<file path="config.mk">
export PLATFORM = sky130hd
export DESIGN_NAME = spi_reg_bank
export DESIGN_NICKNAME = d
export VERILOG_FILES = /design/src/rtl/spi_reg_pkg.sv /design/src/rtl/spi_sync_edge.sv /design/src/rtl/spi_reg_bank.sv
export SDC_FILE = /design/constraint.sdc
export NUM_CORES = 1
export LEC_CHECK = 0
export ABC_AREA = 1
export BUFFER_PORTS_ARGS = -buffer_cell sky130_fd_sc_hd__buf_2
export CAP_MARGIN = 15
export CORE_AREA = 2 2 94 96
export CTS_CLUSTER_DIAMETER = 80
export DETAILED_ROUTE_END_ITERATION = 6
export DIE_AREA = 0 0 96 98
export SLEW_MARGIN = 20
export SYNTH_ARGS = -nofsm -noshare
export SYNTH_HDL_FRONTEND = slang
export SYNTH_SLANG_ARGS = --single-unit
</file>
<file path="constraint.sdc">
create_clock -name clk -period 1.45 [get_ports clk]
set_input_delay 0.29 -clock clk [delete_from_list [all_inputs] [get_ports clk]]
set_output_delay 0.29 -clock clk [all_outputs]
set_load 0.02 [all_outputs]
</file>
<file path="src/rtl/spi_reg_pkg.sv">
// ---------------------------------------------------------------------------
// spi_reg_pkg : shared types and constants for the SPI register bank
// Rev 1.0
// ---------------------------------------------------------------------------
`default_nettype none

package spi_reg_pkg;

  typedef enum logic [1:0] {
    ST_IDLE   = 2'd0,
    ST_SHIFT  = 2'd1,
    ST_COMMIT = 2'd2
  } state_e;

  localparam logic [6:0] ADDR_EN_OUT_LO = 7'h00;
  localparam logic [6:0] ADDR_EN_OUT_HI = 7'h01;
  localparam logic [6:0] ADDR_EN_PWM_LO = 7'h02;
  localparam logic [6:0] ADDR_EN_PWM_HI = 7'h03;
  localparam logic [6:0] ADDR_DUTY      = 7'h04;

  localparam int   FRAME_BITS = 16;
  localparam logic RW_WRITE   = 1'b1;

endpackage

`default_nettype wire

</file>
<file path="src/rtl/spi_sync_edge.sv">
// ---------------------------------------------------------------------------
// spi_sync_edge : STAGES-deep pin synchroniser with rising/falling detect
// Rev 1.0
// ---------------------------------------------------------------------------
`default_nettype none

module spi_sync_edge #(
  parameter int   STAGES  = 2,   // must be >= 2
  parameter logic RST_VAL = 1'b0
) (
  input  logic clk,
  input  logic rst_n,
  input  logic d_i,
  output logic q_o,
  output logic rise_o,
  output logic fall_o
);

  logic [STAGES-1:0] sync_q;
  logic              prev_q;

  always_ff @(posedge clk) begin
    if (!rst_n) begin
      sync_q <= {STAGES{RST_VAL}};
      prev_q <= RST_VAL;
    end else begin
      sync_q <= {sync_q[STAGES-2:0], d_i};
      prev_q <= sync_q[STAGES-1];
    end
  end

  assign q_o    = sync_q[STAGES-1];
  assign rise_o =  sync_q[STAGES-1] & ~prev_q;
  assign fall_o = ~sync_q[STAGES-1] &  prev_q;

endmodule

`default_nettype wire

</file>
<file path="src/rtl/spi_reg_bank.sv">
// ---------------------------------------------------------------------------
// spi_reg_bank : SPI mode-0 write target owning the PWM control registers.
// Optional read-back on cipo when SPI_READBACK_EN is defined.
// Rev 1.0
// ---------------------------------------------------------------------------
`default_nettype none

module spi_reg_bank
  import spi_reg_pkg::*;
#(
  parameter int SYNC_STAGES = 2,
  parameter int NUM_REGS    = 5
) (
  input  logic       clk,
  input  logic       rst_n,
  input  logic       sclk,
  input  logic       copi,
  input  logic       ncs,
  output logic       cipo,
  output logic [7:0] en_reg_out_7_0,
  output logic [7:0] en_reg_out_15_8,
  output logic [7:0] en_reg_pwm_7_0,
  output logic [7:0] en_reg_pwm_15_8,
  output logic [7:0] pwm_duty_cycle
);

  localparam logic [4:0] c_CNT_MAX  = 5'd17;
  localparam logic [4:0] c_CNT_FULL = 5'(FRAME_BITS);
  localparam logic [6:0] c_NUM_REGS = 7'(NUM_REGS);

  logic sclk_s, sclk_rise, sclk_fall;
  logic ncs_s,  ncs_rise,  ncs_fall;
  logic copi_s, copi_rise, copi_fall;
  logic unused_copi_edges;

  spi_sync_edge #(.STAGES(SYNC_STAGES), .RST_VAL(1'b0)) u_sync_sclk (
    .clk(clk), .rst_n(rst_n), .d_i(sclk),
    .q_o(sclk_s), .rise_o(sclk_rise), .fall_o(sclk_fall)
  );

  spi_sync_edge #(.STAGES(SYNC_STAGES), .RST_VAL(1'b1)) u_sync_ncs (
    .clk(clk), .rst_n(rst_n), .d_i(ncs),
    .q_o(ncs_s), .rise_o(ncs_rise), .fall_o(ncs_fall)
  );

  spi_sync_edge #(.STAGES(SYNC_STAGES), .RST_VAL(1'b0)) u_sync_copi (
    .clk(clk), .rst_n(rst_n), .d_i(copi),
    .q_o(copi_s), .rise_o(copi_rise), .fall_o(copi_fall)
  );

  assign unused_copi_edges = copi_rise ^ copi_fall ^ sclk_s;

  state_e      state_q, state_d;
  logic [4:0]  cnt_q,   cnt_d;
  logic [15:0] shreg_q, shreg_d;
  logic        pend_q,  pend_d;
  logic [7:0]  regs_q [NUM_REGS];
  logic [7:0]  regs_d [NUM_REGS];
  logic [6:0]  frame_addr;
  logic        frame_ok;

  function automatic logic [7:0] reg_rd(input logic [7:0] regs [NUM_REGS],
                                        input logic [6:0] addr);
    reg_rd = 8'h00;
    for (int i = 0; i < NUM_REGS; i++) begin
      if (addr == 7'(i)) reg_rd = regs[i];
    end
  endfunction

  assign frame_addr = shreg_q[14:8];
  assign frame_ok   = (cnt_q == c_CNT_FULL) && (shreg_q[15] == RW_WRITE) &&
                      (frame_addr < c_NUM_REGS);

  always_comb begin
    state_d = state_q;
    cnt_d   = cnt_q;
    shreg_d = shreg_q;
    pend_d  = 1'b0;
    regs_d  = regs_q;
    case (state_q)
      ST_IDLE: begin
        // pend_q catches an ncs fall that landed in the single COMMIT cycle
        if (ncs_fall || pend_q) begin
          state_d = ST_SHIFT;
          cnt_d   = '0;
          shreg_d = '0;
        end
      end
      ST_SHIFT: begin
        if (ncs_rise) begin
          state_d = ST_COMMIT;
        end else if (sclk_rise && !ncs_s) begin
          shreg_d = {shreg_q[14:0], copi_s};
          if (cnt_q != c_CNT_MAX) cnt_d = cnt_q + 5'd1;
        end
      end
      ST_COMMIT: begin
        if (frame_ok) begin
          for (int i = 0; i < NUM_REGS; i++) begin
            if (frame_addr == 7'(i)) regs_d[i] = shreg_q[7:0];
          end
        end
        pend_d  = ncs_fall;
        state_d = ST_IDLE;
      end
      default: state_d = ST_IDLE;
    endcase
  end

  always_ff @(posedge clk) begin
    if (!rst_n) begin
      state_q <= ST_IDLE;
      cnt_q   <= '0;
      shreg_q <= '0;
      pend_q  <= 1'b0;
      for (int i = 0; i < NUM_REGS; i++) regs_q[i] <= '0;
    end else begin
      state_q <= state_d;
      cnt_q   <= cnt_d;
      shreg_q <= shreg_d;
      pend_q  <= pend_d;
      regs_q  <= regs_d;
    end
  end

  assign en_reg_out_7_0  = reg_rd(regs_q, ADDR_EN_OUT_LO);
  assign en_reg_out_15_8 = reg_rd(regs_q, ADDR_EN_OUT_HI);
  assign en_reg_pwm_7_0  = reg_rd(regs_q, ADDR_EN_PWM_LO);
  assign en_reg_pwm_15_8 = reg_rd(regs_q, ADDR_EN_PWM_HI);
  assign pwm_duty_cycle  = reg_rd(regs_q, ADDR_DUTY);

`ifdef SPI_READBACK_EN
  logic [7:0] tx_q, tx_d;

  // After 8 bits the shifter holds R/W+address; a read loads the data byte
  always_comb begin
    tx_d = tx_q;
    if (state_q == ST_IDLE) begin
      tx_d = '0;
    end else if (state_q == ST_SHIFT && sclk_fall && !ncs_s) begin
      if (cnt_q == 5'd8 && shreg_q[7] != RW_WRITE) begin
        tx_d = reg_rd(regs_q, shreg_q[6:0]);
      end else begin
        tx_d = {tx_q[6:0], 1'b0};
      end
    end
  end

  always_ff @(posedge clk) begin
    if (!rst_n) tx_q <= '0;
    else        tx_q <= tx_d;
  end

  assign cipo = ncs_s ? 1'b0 : tx_q[7];
`else
  logic unused_sclk_fall;
  assign unused_sclk_fall = sclk_fall;
  assign cipo             = 1'b0;
`endif

endmodule

`default_nettype wire

</file>
Word level (Yosys, flattened, before mapping) --
Index checks and enable logic that the tools add are counted.
Storage, ports and cells: word-level logic and storage cells 64, output and inout port bits 41, flip-flop bits (word level) 72, memories 0, bits in read-only memories 0, input port bits 5, memory bits (writable) 0, bits in latches 0
Cells by class: mux-type cells 12, div/mod/pow operators 0, reductions and logical operators 17, equality and inequality tests 13, $lt $le $gt $ge 1, multiply operators 0, shift-type cells 0, bitwise gates (word level) 6, $add $sub $neg 1
Operators with widths (count):
- $mux 16 | 3
- $pmux 16 s2 | 1
- $mux 5 | 4
- $reduce_and 3->1 | 5
- $eq 7x2->1 const B | 2
- $ne 2x2->1 const B | 5
- $pmux 5 s2 | 1
- $eq 7x1->1 const B | 1
- $eq 7x3->1 const B | 1
- $logic_not 7->1 | 1
- $lt 7x3->1 const B | 1
- $add 5x1->5 const B | 1
- $eq 5x5->1 const B | 1
- $ne 5x5->1 const B | 1
- $reduce_and 5->1 | 1
- $mux 2 | 2
- $pmux 2 s2 | 1
- $reduce_and 2->1 | 2
- $reduce_and 4->1 | 1
- $and 1x1->1 | 3
- $logic_and 1x1->1 | 3
- $not 1->1 | 3
- $eq 2x1->1 const B | 1
- $eq 2x2->1 const B | 1
- 4 further kinds | 4

Longest topological paths before layout --
Gate-level depths: netlist of the first run.
depth in word-level cells 6, depth in mapped cells 9, gate-level depth less buffers 9

Modules after synthesis --
Synthesis of the first run repeated with hierarchy kept, for this count alone.
Unflattened totals: cells, all modules 470, area, all modules 3224.3 sq um
Modules (own cells, without submodules):
- spi_reg_bank | instances 1, cells an instance 432, area each 2930.3 sq um, sequential area each 1281.2 sq um
- spi_sync_edge at u_sync_copi ... | instances 2, cells an instance 13, area each 100.1 sq um, sequential area each 60.1 sq um
- spi_sync_edge at u_sync_ncs | instances 1, cells an instance 12, area each 93.8 sq um, sequential area each 60.1 sq um

Worst setup path before layout of the first run --
No wires, ideal clock.
path kind register to register, from register cnt_q[0], to register regs_q (netlist bit en_reg_out_7_0[0]), data required time 1.337 ns, period minus slack after synthesis 1.361 ns, arrival 1.249 ns, setup time 0.113 ns, stages on the path, launching flop included 9, slack 0.089 ns, buffers on the path 1, cell sequence dfxtp_1 > inv_1 > ha_1 > nand4_1 > nor2_4 > nand3_4 > buf_6 > nor2_1 > nor2_1
Between the ends: word-level cells in the longest chain between the ends 4
Ends and longest elaborated chain:
- from (decl) | line spi_reg_bank.sv:54 | logic [4:0] cnt_q, cnt_d;
- from (signal assigned) | line spi_reg_bank.sv:119 | cnt_q <= cnt_d;
- $eq 5x5->1 | line spi_reg_bank.sv:71 | assign frame_ok = (cnt_q == c_CNT_FULL) && (shreg_q[15] == RW_WRITE) &&
- $logic_and 1x1->1 (2 in series) | line spi_reg_bank.sv:71
- $reduce_and 3->1 (no line)
- to (signal assigned) | line spi_reg_bank.sv:122 | regs_q <= regs_d;
- to (decl) | line spi_reg_bank.sv:57 | logic [7:0] regs_q [NUM_REGS];
Every way passes these cells. A chain may end at the register's enable or synchronous reset.

Worst setup path after layout of the first run --
from register cnt_q[1], to register regs_q (netlist bit pwm_duty_cycle[7])
The elaborated chain is that of the path after synthesis.

==> reports/metrics.csv, run 1 <==
metric,value,unit
largest net degree at the start of global routing,52,
clock tree sinks,72,
drt first pass iters,4,
Synth top area share,45.1,%
Sw Share,29.9,%
Logic pwr share,18.0,%
HPWL Detailed,4820,µm
Critical Path Fanout Max,8,
Critical R2R Launch,cnt_q[1]$_SDFFE_PN0P_,
via count,2751,
first-pass GRT wire length,11800,µm
Reg area,1450,µm²
cts hold-fix bufs,0,
share of cells above drive strength 1,29.0,%
worst endpoint required time,1.72,ns
"Setup violations, final",0,
post-detailed-route count of antenna-violating nets,0,
unrepaired setup endpoints after global routing,yes,
Lkg Pwr,1.83,nW
die area,9410,µm²
initial core utilization,37.7,%
"FF+latch count, synth",72,
DR vias/cell,4.55,
Synth-to-Final Area Change,24.0,%
die width,96,µm
area occupied by multi-input gates,1590,µm²
Port Buffer Count,44,
post-route cell area,3960,µm²
post-synthesis compound-gate area fraction,6.31,%
fillers,848,
Tot GR Track Use,15.7,%
"Seq/Total Area, Yosys",45.1,%
synthesis warning total,0,
crit start category,flop,
core area,8470,µm²
antenna diode instance count,0,
final hold vios,0,
# nets final,500,
Placer Congestion,0.833,
Syn Area/Cell,7.41,µm²
"FFs w/ async S/R, synth",0,%
Worst Setup End Kind,flop,
f_max,0.724,GHz
mapped cell area,3190,µm²
Die H,98,µm
Synthesized Nets,439,
ratio of final minimum period to clock period,95.2,%
Total Routed Length,7010,µm
Pwr Total,4.61,mW
CTS Buf Count,9,
CP Class,flop to flop,
DR DRC count,0,
antenna violations before repair,0,
biggest area consumer among synthesized cells,dfxtp_1,
Post-Synth Simple-Gate Area,37.4,%
DP Area,3560,µm²
clock group share of total power,34.3,%
grt total ovfl,0,
peak supply drop,0.000677,V
WL/cell,11.6,µm
clock skew,0.0123,ns
vias in the first global route,2509,
row count,34,
Adder-Cell Fraction of Synth Area,1.18,%
Final Core Density,46.8,%
post-synthesis xor/xnor area fraction,0.548,%
most frequent cells in the layout,"93 x nor2_1, 87 x nand2_1, 68 x dfxtp_1, 47 x inv_1, 44 x buf_2",
Seq pwr share,47.7,%
Worst-path clk slew,0.08,ns
synthesized instance count,431,
HP Class,input pin to flop,
Hold Path Depth,2,
net switching power,1.38,mW
mux cell area share after synthesis,0,%
"Primary FF master, synth",dfxtp_1,
main combinational cell family by area after synthesis,simple AND/OR/NAND/NOR gates,
max-slew violation count,0,
PD cells,1160,nW/µm²
Setup TNS,0,ns
Reg2Reg Depth,9,
initial detailed-routing violation count,120,
number of enable flip-flop cells after synthesis,0,
Worst Hold Endpoint,u_sync_ncs.sync_q[0]$_SDFF_PN1_,
Clock Latency Late Sink,0.33,ns
dominant cells by area after synthesis,"dfxtp_1 45%, nor2_1 12%, nand2_1 11%, inv_1 5.9%, nand3_1 5.0%",
"most common cell after layout, fill and taps aside",nor2_1,
Root Buffer Master,clkbuf_8,
R2R Setup Slk,0.07,ns
synth unique cells,33,
worst-case clock buffer depth,2,
run status,"finished, final reports clean",
H-tree levels,3,
worst reg2reg endpoint,pwm_duty_cycle[7]$_SDFFE_PN0P_,
CP startpoint,cnt_q[1]$_SDFFE_PN0P_,
post-layout min period,1.38,ns
CTS tree,yes,
I/O pin count,46,
Pint,3.23,mW
Critical Path AT,1.65,ns
hold path startpoint,ncs,
max-cap violations,0,
synth_stat cells, types with 2 or more instances:
cell       n
buf_1      2
nand2_1   93
nor2_4     6
or2_2      3
buf_6      4
nand3_4    2
dfxtp_1   72
a21oi_2    3
nor2_1   103
buf_4      5
nand4_1    4
a21oi_1    3
nand2_2    7
inv_1     50
nor2_2     6
nor3_2     2
ha_1       3
a22oi_1    6
o21ai_0    4
a22oi_2    7
nand3_1   32
nor3_1     2
buf_2      2
power groups by stage:
| stage | clock, mW | sequential [mW] | combinational (mW) |
|---|---|---|---|
| finish | 1.58 | 2.20 | 0.827 |
| floorplan | 0 | 2.21 | 0.504 |
| detailed placement | 0 | 2.23 | 0.652 |
| global placement | 0 | 2.23 | 0.646 |
| CTS | 1.62 | 2.19 | 0.708 |
| global route | 1.73 | 2.22 | 0.910 |
layer usage:
metal	GRT usage, %	vias to the layer above	wire length, µm
met5	0	-	0
met4	5.93	0	47
met3	3.32	2	340
met2	23.6	60	3250
met1	21.9	1233	3370
li1	-	1456	-
registers in the layout (all words and copies together) (netlist names), 5 cells and up:
signal and cells:
pwm_duty_cycle 8, cnt_q 5, en_reg_pwm_7_0 8, en_reg_out_15_8 8
en_reg_out_7_0 8, shreg_q 16, en_reg_pwm_15_8 8
cell type report:
class                   count  area share, %
multi-input cells         296           40.2
inverters                  51           4.83
clock inverters             4           1.36
clock buffers              11           3.57
flip-flops and latches     72           36.6
well taps                 108           3.41
repair buffers             62           10.0
stage by stage:
stage          worst slack (ns)  cells  hold slack, ns
5_1_grt                 -0.0448    604           0.135
2_1_floorplan            0.0887    431           0.388
6_report                 0.0697    604           0.140
4_1_cts                -0.00677    598           0.122
3_5_place_dp            -0.0228    580           0.397
3_3_place_gp           -0.00395    580           0.393
critical path, cell delays in order, from the launching register on:
cell and delay [ns]:
dfxtp_2 0.33, inv_2 0.08, ha_4 0.14, nand4_1 0.12
nor2_4 0.14, buf_6 0.14, nand3_4 0.14, nand2_2 0.08
nand2_1 0.05, nor2_1 0.09
cells by family (layout without fill, tap and decap cells):
group | Yosys count | after routing
flip-flops | 72 | 72
buffers and inverters | 65 | 128
adder cells (fa/ha/maj) | 3 | 3
AND/OR/NAND/NOR | 264 | 266
XOR/XNOR | 2 | 2
AO/OA/AOI/OAI | 24 | 24
other | 1 | 1
worst max-delay path by stage:
stage / to / cells past startpoint
floorplan: en_reg_out_7_0[0]$_SDFFE_PN0P_ / 8
global placement: en_reg_out_7_0[0]$_SDFFE_PN0P_ / 7
detailed placement: en_reg_out_7_0[1]$_SDFFE_PN0P_ / 7
CTS: en_reg_out_7_0[1]$_SDFFE_PN0P_ / 7
global route: pwm_duty_cycle[2]$_SDFFE_PN0P_ / 8
finish: pwm_duty_cycle[7]$_SDFFE_PN0P_ / 9
timing repair:
item / in CTS / in global routing
setup endpoints to repair: 13 / 60
gates resized for setup: 14 / 27
buffers inserted: 1 / 6
pin swaps: 7 / 13
gates cloned: 2 / 0
Note: power is estimated with default switching activity, not from simulation.
==> run 2: changes to the inputs <==
--- a/config.mk
+++ b/config.mk
@@ -8,10 +8,11 @@
 export ABC_AREA = 1
 export BUFFER_PORTS_ARGS = -buffer_cell sky130_fd_sc_hd__buf_2
 export CAP_MARGIN = 15
-export CORE_AREA = 2 2 94 96
+export CORE_AREA = 2 2 87 81
 export CTS_CLUSTER_DIAMETER = 80
 export DETAILED_ROUTE_END_ITERATION = 6
-export DIE_AREA = 0 0 96 98
+export DIE_AREA = 0 0 89 83
+export PLACE_DENSITY = 0.73
 export SLEW_MARGIN = 20
 export SYNTH_ARGS = -nofsm -noshare
 export SYNTH_HDL_FRONTEND = slang
==> run 2 against run 1 <==
The run now ends with setup timing left. Sequential cell count stayed put. Clock power is 8% higher. Cell count is 2.2% lower. Register-to-register slack worse by 0.09 ns. Highest routed layer unchanged. Setup slack worse by 0.087 ns. Count of clock-buffer cells in the layout is 2 lower. Core utilization is 15 points higher.
==> reports/metrics.csv, run 2 (synthesis gave the netlist of run 1 again) <==
metric,value,unit
antenna diode instance count,0,
f_max,0.682,GHz
max-slew violation count,0,
Logic pwr share,17.9,%
DR DRC count,0,
post-route cell area,4000,µm²
Reg area,1450,µm²
Critical Path Fanout Max,24,
DR vias/cell,4.90,
worst endpoint required time,1.70,ns
cts hold-fix bufs,0,
clock skew,0.0124,ns
Worst Setup End Kind,flop,
Slowest Stage Delay on Critical Path,0.33,ns
CP top delay family,simple AND/OR/NAND/NOR gates,
Port Buffer Count,44,
clock group share of total power,35.7,%
die width,89,µm
run status,"finished, violations left",
die area,7390,µm²
core area,6450,µm²
PD cells,1190,nW/µm²
net switching power,1.41,mW
WL/cell,12.6,µm
CTS tree,yes,
Critical Path AT,1.71,ns
via count,2895,
HPWL Detailed,4940,µm
Synth-to-Final Area Change,25.3,%
vias in the first global route,2706,
worst-case clock buffer depth,2,
"Buf+Inv Stages, Crit Path",3,
I/O pin count,46,
failing checks,setup timing,
Seq pwr share,46.4,%
unrepaired setup endpoints after global routing,yes,
crit start category,flop,
initial detailed-routing violation count,166,
critical-path cell list,inv_2 > ha_4 > buf_4 > nand4_1 > nor2_2 > buf_12 > nand3_1 > nand2_1 > nor2_1,
Total Routed Length,7430,µm
Sw Share,29.7,%
ratio of final minimum period to clock period,101,%
drt first pass iters,4,
share of cells above drive strength 1,31.9,%
"Setup violations, final",10,
final hold vios,0,
first-pass GRT wire length,12200,µm
"most common cell after layout, fill and taps aside",nor2_1,
row count,28,
Tot GR Track Use,20.9,%
peak supply drop,0.000612,V
CTS Buf Count,9,
CP Class,flop to flop,
max reg flops,16,
Pint,3.35,mW
max-cap violations,0,
Placer Congestion,0.834,
fillers,621,
Final WS setup,-0.0172,ns
Pwr Total,4.76,mW
# nets final,505,
initial core utilization,49.6,%
most frequent cells in the layout,"86 x nor2_1, 84 x nand2_1, 69 x dfxtp_1, 48 x inv_1, 44 x buf_2",
Worst-path clk slew,0.07,ns
"slowest stage cell, crit path",dfxtp_2,
clock tree sinks,72,
DP Area,3540,µm²
Lkg Pwr,1.86,nW
antenna violations before repair,0,
post-detailed-route count of antenna-violating nets,0,
grt total ovfl,0,
largest net degree at the start of global routing,29,
Min Hold Slack,0.122,ns
H-tree levels,3,
Root Buffer Master,clkbuf_8,
Clock Latency Late Sink,0.35,ns
Biggest register,shreg_q,
post-layout min period,1.47,ns
area occupied by multi-input gates,1630,µm²
HP Class,input pin to flop,
Die H,83,µm
run 2: cell types whose count changed in the layout (fill, tap and decap cells not counted), moves of 2 or more:
cell	before	now
nand3_1	32	28
nand3_2	0	4
clkinv_2	0	2
buf_4	14	21
nand2_1	87	84
nand2_2	11	15
nor2_1	93	86
nor2_2	12	19
run 2: worst paths after layout:
| path | cells past startpoint | endpoint | slack, ns | startpoint |
|---|---|---|---|---|
| min reg2reg | 2 | u_sync_sclk.sync_q[1]$_SDFF_PN0_ | 0.42 | u_sync_sclk.sync_q[0]$_SDFF_PN0_ |
| max | 9 | en_reg_pwm_15_8[5]$_SDFFE_PN0P_ | -0.02 | cnt_q[1]$_SDFFE_PN0P_ |
| min | 3 | u_sync_copi.sync_q[0]$_SDFF_PN0_ | 0.12 | copi |
| max reg2reg | 9 | en_reg_pwm_15_8[5]$_SDFFE_PN0P_ | -0.02 | cnt_q[1]$_SDFFE_PN0P_ |
run 2: layout make-up:
class                           instances  area share [%]
Timing Repair Buffer                   67            10.4
Tap cell                               90            2.81
Clock inverter                          6            2.13
Inverter                               51            4.78
Clock buffer                            9            3.09
Multi-Input combinational cell        296            40.7
Sequential cell                        72            36.1
run 2: worst reg2reg max path: stages (launching register included):
cell and delay (ns):
dfxtp_2 0.33, inv_2 0.08, ha_4 0.14, buf_4 0.10, nand4_1 0.12, nor2_2 0.20, buf_12 0.18, nand3_1 0.09
nand2_1 0.08, nor2_1 0.05
run 2: power groups by stage:
stage          Clock, mW  Combinational [mW]  Sequential, mW
2_1_floorplan          0               0.504            2.21
3_3_place_gp           0               0.632            2.23
3_5_place_dp           0               0.648            2.24
4_1_cts             1.73               0.708            2.20
5_1_grt             1.82               0.935            2.22
6_report            1.70               0.854            2.21
run 2: per-stage QoR:
stage / TNS, ns / util [%] / std cells / setup slack (ns)
floorplan: 0 / - / 431 / 0.0887
global placement: -0.0105 / 54.9 / 565 / -0.0105
detailed placement: -0.104 / 54.9 / 565 / -0.0466
CTS: 0 / 59.5 / 583 / 0.00408
global route: -2.34 / 62.1 / 591 / -0.108
finish: -0.0587 / 62.1 / 591 / -0.0172
run 2: repair_timing:
action                     in CTS  in global routing
setup endpoints to repair      10                 59
setup buffers                   1                  8
pin swaps                       8                 37
cloned                          2                  0
resized for setup              13                 34
run 2: metal layers:
layer / up-vias / track usage [%] / wire length, µm
li1: 1462 / - / -
met1: 1349 / 27.7 / 3500
met2: 67 / 32.5 / 3440
met3: 17 / 4.47 / 315
met4: 0 / 9.36 / 178
met5: - / 0 / 0
